## src/rtl/fifo_port_scheduler.sv

```systemverilog
// fifo_port_scheduler
// Shares one FIFO between NUM_REQ round-robin producers and a single consumer.
// Each cycle at most one FIFO operation is issued (write or read, never both),
// because the FIFO occupancy counter cannot handle simultaneous operations.
// When both are wanted they alternate, so neither side can starve the other.
//
// Handshakes: every valid/ready pair in this block transfers an item on a cycle
// where valid && ready are both high. A producer keeps valid and data steady
// until it sees ready, and may drop valid beforehand to withdraw its item. The
// consumer side (out_valid/out_data) holds its item steady while out_ready is
// low.
module fifo_port_scheduler #(
  parameter int NUM_REQ        = 4,
  parameter int ITEM_SIZE_BITS = 32
) (
  input  logic                              clk,
  input  logic                              rst_n,
  input  logic [NUM_REQ-1:0]                req_valid,
  input  logic [NUM_REQ*ITEM_SIZE_BITS-1:0] req_data,
  output logic [NUM_REQ-1:0]                req_ready,
  output logic                              fifo_write,
  output logic [ITEM_SIZE_BITS-1:0]         fifo_data_in,
  input  logic                              fifo_full,
  output logic                              fifo_read,
  input  logic [ITEM_SIZE_BITS-1:0]         fifo_data_out,
  input  logic                              fifo_empty,
  output logic                              out_valid,
  output logic [ITEM_SIZE_BITS-1:0]         out_data,
  input  logic                              out_ready,
  output logic                              rd_state_dbg
);

  localparam int PTR_W = (NUM_REQ > 1) ? $clog2(NUM_REQ) : 1;

  typedef enum logic {
    R_IDLE  = 1'b0,
    R_VALID = 1'b1
  } rd_state_t;

  logic [PTR_W-1:0] rr_ptr;
  logic [PTR_W-1:0] rr_ptr_nxt;
  logic [PTR_W-1:0] grant_idx;
  logic             last_op;      // 0 = last op was a write, 1 = a read
  rd_state_t        rd_state;
  rd_state_t        rd_state_nxt;
  logic             write_pending;
  logic             read_pending;
  logic             do_write;
  logic             do_read;

  // Producer index at a given offset from base, wrapping at NUM_REQ.
  function automatic logic [PTR_W-1:0] cand_idx(input logic [PTR_W-1:0] base,
                                                input int off);
    int s;
    s = int'(base) + off;
    if (s >= NUM_REQ) s = s - NUM_REQ;
    return PTR_W'(s);
  endfunction

  // Round-robin search: walk offsets from far to near so the nearest valid
  // producer to rr_ptr overwrites any further one.
  always_comb begin
    grant_idx = rr_ptr;
    for (int i = NUM_REQ - 1; i >= 0; i--) begin
      if (req_valid[cand_idx(rr_ptr, i)]) grant_idx = cand_idx(rr_ptr, i);
    end
  end

  // Slot choice. Gated by rst_n so nothing is issued while reset is held.
  assign write_pending = (|req_valid) && !fifo_full;
  assign read_pending  = !fifo_empty && ((rd_state == R_IDLE) || out_ready);
  assign do_write      = rst_n && write_pending && (!read_pending || last_op);
  assign do_read       = rst_n && read_pending && !do_write;

  assign rr_ptr_nxt = (grant_idx == PTR_W'(NUM_REQ - 1)) ? '0
                                                         : grant_idx + 1'b1;

  // The FIFO registers data_out, so the item is valid while in R_VALID.
  assign fifo_data_in = req_data[int'(grant_idx)*ITEM_SIZE_BITS +: ITEM_SIZE_BITS];
  assign out_data     = fifo_data_out;
  assign out_valid    = (rd_state == R_VALID);
  assign rd_state_dbg = rd_state;

  // FIFO command outputs and read-stream next state.
  always_comb begin
    req_ready    = '0;
    fifo_write   = 1'b0;
    fifo_read    = 1'b0;
    rd_state_nxt = rd_state;
    if (do_write) begin
      fifo_write           = 1'b1;
      req_ready[grant_idx] = 1'b1;
    end
    if (do_read) fifo_read = 1'b1;
    case (rd_state)
      R_IDLE:  if (do_read) rd_state_nxt = R_VALID;
      R_VALID: if (out_ready) rd_state_nxt = do_read ? R_VALID : R_IDLE;
      default: rd_state_nxt = R_IDLE;
    endcase
  end

  // Read-stream state register; a pending unaccepted item is dropped on reset.
  always_ff @(posedge clk or negedge rst_n) begin
    if (!rst_n) rd_state <= R_IDLE;
    else        rd_state <= rd_state_nxt;
  end

  // Arbitration state: pointer advances past a granted producer, and last_op
  // remembers the issued operation so a tie goes to the other side next time.
  always_ff @(posedge clk or negedge rst_n) begin
    if (!rst_n) begin
      rr_ptr  <= '0;
      last_op <= 1'b1;
    end else begin
      if (do_write) begin
        rr_ptr  <= rr_ptr_nxt;
        last_op <= 1'b0;
      end else if (do_read) begin
        last_op <= 1'b1;
      end
    end
  end

endmodule

```

## config.mk

```make
export PLATFORM = sky130hd
export DESIGN_NAME = fifo_port_scheduler
export DESIGN_NICKNAME = d
export VERILOG_FILES = /design/src/rtl/fifo_port_scheduler.sv
export SDC_FILE = /design/constraint.sdc
export NUM_CORES = 1
export LEC_CHECK = 0
export BUFFER_PORTS_ARGS = -buffer_cell sky130_fd_sc_hd__buf_2
export CORE_AREA = 2 2 93 95
export DETAILED_ROUTE_END_ITERATION = 8
export DIE_AREA = 0 0 95 97
export GPL_TIMING_DRIVEN = 0
export HOLD_SLACK_MARGIN = 0.05
export PLACE_DENSITY_LB_ADDON = 0.05
export SYNTH_ARGS = -nofsm -noshare
export SYNTH_HDL_FRONTEND = slang
export SYNTH_SLANG_ARGS = --single-unit
```

## constraint.sdc

```tcl
create_clock -name clk -period 3.09 [get_ports clk]
set_input_delay 0.618 -clock clk [delete_from_list [all_inputs] [get_ports clk]]
set_output_delay 0.618 -clock clk [all_outputs]
set_load 0.005 [all_outputs]
```

Word-level counts from Yosys, hierarchy flattened
Index checks and enable logic that the tools add are counted.
Widths: inputs -> output; s select.
{"block": "classes", "eq_ne": 1, "mux": 26, "addsub": 8, "magnitude_cmp": 10, "bitwise_logic": 1, "reduce_logical": 15, "n_shift": 1}
{"cell": "$shiftx 128x8->32", "count": 1}
{"cell": "$mux 2", "count": 9}
{"cell": "$lt 2x3->1 const B", "count": 5}
{"cell": "$mux 1", "count": 10}
{"cell": "$ge 3x3->1 const B", "count": 3}
{"cell": "$bmux 1 s2", "count": 4}
{"cell": "$sub 2x1->2 const B", "count": 4}
{"cell": "$logic_and 1x1->1", "count": 7}
{"cell": "$add 2x2->3 const B", "count": 2}
{"cell": "$logic_not 1->1", "count": 4}
{"cell": "$mux 4", "count": 1}
{"cell": "$reduce_or 4->1", "count": 1}
{"cell": "$add 2x1->3 const B", "count": 1}
{"cell": "$ge 2x3->1 const B", "count": 1}
{"cell": "$add 2x1->2 const B", "count": 1}
{"cell": "$demux 1 s2", "count": 1}
{"cell": "$eq 2x2->1 const B", "count": 1}
{"cell": "$ge 2x1->1 const B", "count": 1}
{"cell": "$logic_or 1x1->1", "count": 2}
{"cell": "$pmux 1 s2", "count": 1}
{"cell": "$reduce_bool 2->1", "count": 1}
{"cell": "$not 1->1", "count": 1}
{"block": "word_totals", "input_bits": 169, "word_cells": 65, "regBits": 4, "out_inout_bits": 72}

Depth between registers and ports, before layout
{"block": "depth", "word_depth": 14, "ltp_mapped": 7, "mapped_depth_nobuf": 6}

Worst setup path before layout
OpenSTA, ideal clock, no wires.
{"block": "synth_timing", "path_type": "input to output", "from": "input req_valid[0]", "to": "output fifo_data_in[11]", "n_path_buf": 1, "required_ps": 2472, "setup_slack_ps": 524, "arrival_ps": 1948, "stages": 5, "cell_sequence": "nor2b_1 a21oi_2 o221ai_4 buf_6 mux4_2"}
{"block": "synth_between", "elab_chain_cells": 7, "word_cells_on_any_way": 13, "classes_between": "shift: 1; mux: 12"}
{"element": "start: declaration", "line": "18", "rtl": "input logic [NUM_REQ-1:0] req_valid,"}
{"element": "$bmux 1 s2", "line": "65", "rtl": "if (req_valid[cand_idx(rr_ptr, i)]) grant_idx = cand_idx(rr_ptr, i);"}
{"element": "$mux 1 (not written as such)", "line": "65"}
{"element": "$mux 2 (3 in series)", "line": "65"}
{"element": "$mux 2 (*)", "line": "65"}
{"element": "$shiftx 128x8->32 (*)", "line": "79", "rtl": "assign fifo_data_in = req_data[int'(grant_idx)*ITEM_SIZE_BITS +: ITEM_SIZE_BITS];"}
{"element": "end: declaration", "line": "22", "rtl": "output logic [ITEM_SIZE_BITS-1:0] fifo_data_in,"}
Mark *: on every way between the ends. The rest lies on a longest branch, timed or not. The select of a mux whose other input is x is not followed.

Worst setup path after layout
{"block": "layout_timing", "from": "input req_valid[0]", "to": "output fifo_data_in[26]"}
The elaborated chain is that of the path after synthesis.

==> results.md <==
* Number of distinct library cells after synthesis at 26
* Fill count at 901
* Unrepaired setup endpoints after global routing: no
* Via density at 4.183
* Synthesized flop and latch total at 4
* Post-route minimum period at 2.822 ns
* Fin. max-slew vios at 0
* R2r setup slk at 1.09 ns
* Min Hold Slack at 0.2109 ns
* Clock power frac at 8.5%
* Comb power frac at 84.6%
* Detailed Place HPWL at 5398 um
* Mapped Nets at 277
* Pwr dens at 519.7 mW/mm2
* Layout Nets at 493
* FF-to-FF Start: rr_ptr[1]
* Resized cells post-CTS at 0
* Core area at 0.008134 mm2
* Area of the multi-input gates at 996.0 um2
* Cell mode on critical path: buf_2
* Setup Skew at 0.004306 ns
* Die X at 95 um
* DRC violations left at 0
* Endpoints failing hold at 0
* Vias at 1786
* Final setup vio count at 0
* Final ANT Viol Nets at 0
* Initial core utilization at 17.23%
* Port bufs at 208
* CP max-delay cell: mux4_1
* Die Outline Area at 0.009215 mm2
* H-Tree Depth at 1
* Max_cap viols at 0
* Hold Path Class: in2async
* Share of the yosys chip area belonging to registers at 7.232%
* Max Buffers Root-to-Sink at 2
* Worst-Margin Slew at 0.3842 ns
* CP Data Arrival Time at 2.20 ns
* Worst path required time at 2.47 ns
* CP startpoint: req_valid[0]
* DR pass1 iterations at 3
* Status: completed
* Worst setup path endpoint: fifo_data_in[26]
* First-pass GRT wire length at 8852 um
* Crit Path Class: in2out
* Worst setup EP type: output port
* Final wirelength at 5996 um
* Worst r2r path cells at 7
* DR WL/cell at 14.04 um
* Worst vdd ir at 250.1 uV
* CP Max Fanout at 6
* Die span in y at 97 um
* CTS clk-pin slew, worst paths at 0.03 ns
* Vias in the first global route at 1865
* Switch Pwr at 0.5110 mW
* Worst path max stage delay at 0.55 ns
* Num rows at 33
* GRT Total Usage at 12.24%
* Tcrit/Tclk final at 91.32%
* Worst reg2reg endpoint: rr_ptr[1]
* Initial antenna violation count at 0
* Part of the power in registers at 6.9%
* N_diodes at 0
* Slew headroom at 74.24%
* Cells after Synth at 107
* Cell Area, Synth at 0.001401 mm2
* Post-Syn Area per Cell at 13.10 um2
* Top Ports at 241
* Layout cells sized above 1 at 89.44%
* Initial DRC count at 25
* Worst skew pair latency at 0.22 ns
* Gpl congestion at 0.7073
* Setup ws final at 0.2681 ns
* Yosys Warn Count at 0
* Reg area at 101.3 um2
* Clk Tree Root Cell: clkbuf_8
* Largest net degree at the start of global routing at 11
* Total global routing overflow at 0
* Post-place setup slack at -0.04863 ns
* Critical Path Start Type: primary input
* Num CTS Buffers at 3
* Fmax at 354.4 MHz
* Internal at 0.8617 mW
* CTS sink count at 4
* Area Growth Syn to Fin at 88.48%
* Crit-path cells: buf_2 > nor2b_1 > a21oi_2 > o221ai_4 > buf_4 > mux4_1 > buf_2
* CTS tree: done
* Net Sw Frac at 37.23%
* Leakage at 1.423 nW
-- synthesized netlist by cell type (all sizes together) --
| cell type | instances | share of area [%] |
|---|---|---|
| nor3b | 4 | 2.1 |
| and3 | 1 | 0.45 |
| o41ai | 1 | 2.0 |
| mux2 | 2 | 1.6 |
| dfstp | 1 | 1.9 |
| nand2b | 3 | 1.3 |
| o21ai | 3 | 1.3 |
| o221ai | 1 | 1.9 |
| nor4 | 1 | 0.45 |
| and2 | 1 | 0.45 |
| nor3 | 1 | 0.36 |
| ha | 1 | 0.89 |
| mux4 | 32 | 53 |
| mux2i | 1 | 0.71 |
| dfrtp | 3 | 5.4 |
| buf | 39 | 21 |
| inv | 2 | 0.54 |
| nor2b | 3 | 1.3 |
| a21oi | 2 | 1.3 |
| nand2 | 1 | 0.27 |
| a21boi | 1 | 0.80 |
| nor2 | 3 | 0.80 |
-- state kept, by name (all words and copies together) (netlist names) --
| signal | count |
|---|---|
| rr_ptr | 2 |
| last_op | 1 |
| out_valid | 1 |
-- layout by cell type, fill, tap and decap left out, types with 2 or more instances in the layout --
master	count
o21ai_0	2
clkbuf_8	3
buf_2	211
nand2b_1	3
buf_4	36
nor2b_1	3
mux2_2	2
nor3b_1	4
nor2_1	3
mux4_2	26
buf_6	3
inv_1	2
mux4_1	6
a21oi_2	2
dfrtp_1	3
-- per-layer routing --
metal	part of all wire, %	track usage, %
met5	0	0
met4	0.42	1.449
met3	12	3.115
met2	58	26.40
met1	29	11.04
-- worst min-delay path by stage --
stage / to / slack, ns / start / depth (start not counted)
finish: out_valid / 0.21 / rst_n / 1
global route: rr_ptr[0] / 0.21 / rst_n / 1
CTS: rr_ptr[0] / 0.21 / rst_n / 1
detailed placement: rr_ptr[1] / 0.44 / rst_n / 1
global placement: rr_ptr[0] / 0.44 / rst_n / 1
floorplan: out_valid / 0.32 / rst_n / 0
-- repair_timing --
item | in CTS | in global routing
pin swaps | 1 | 1
endpoints found under the setup margin | 21 | 26
buffers inserted | 2 | 1
hold buffers | 0 | 0
-- worst max-delay path: cells and delay by family --
kind            cells  cell delay (ns)
compound gates      2             0.30
mux                 1             0.55
simple gates        1             0.23
buf+inv             3             0.50
-- power groups by stage --
| stage | registers, mW | clock network [mW] | logic (mW) |
|---|---|---|---|
| 3_3_place_gp | 0.0982 | 0 | 1.17 |
| 2_1_floorplan | 0.0910 | 0 | 0.742 |
| 3_5_place_dp | 0.0958 | 0 | 1.16 |
| 5_1_grt | 0.0988 | 0.125 | 1.29 |
| 4_1_cts | 0.0953 | 0.121 | 1.19 |
| 6_report | 0.0950 | 0.116 | 1.16 |
-- logic make-up (layout without fill, tap and decap cells) --
kind of cell	count (synthesis)	in the layout	synth area share, %
buf+inv	41	256	21.70
mux	35	35	55.36
simple gates	18	18	7.590
compound gates	8	8	7.233
flops	4	4	7.232
fa+ha+maj	1	1	0.8927
-- stage by stage --
step                total power [mW]  cell area [um2]  TNS [ns]  instances  util [%]
floorplan                     0.8327             1401         0        107         -
global placement               1.268             2574   -0.1240        420     31.64
detailed placement             1.259             2574   -0.3987        420     31.64
CTS                            1.403             2634         0        426     32.38
global route                   1.514             2641         0        427     32.47
finish                         1.373             2641         0        427     32.47
-- final cells by class --
cell class,count,share of cell area [%]
Sequential cell,4,3.837
Inverter,2,0.2842
Buffer,39,11.23
Clock buffer,4,1.705
Multi-Input combinational cell,62,37.71
Tap cell,105,4.974
Timing Repair Buffer,211,40.27
Note: power is estimated with default switching activity, not from simulation.
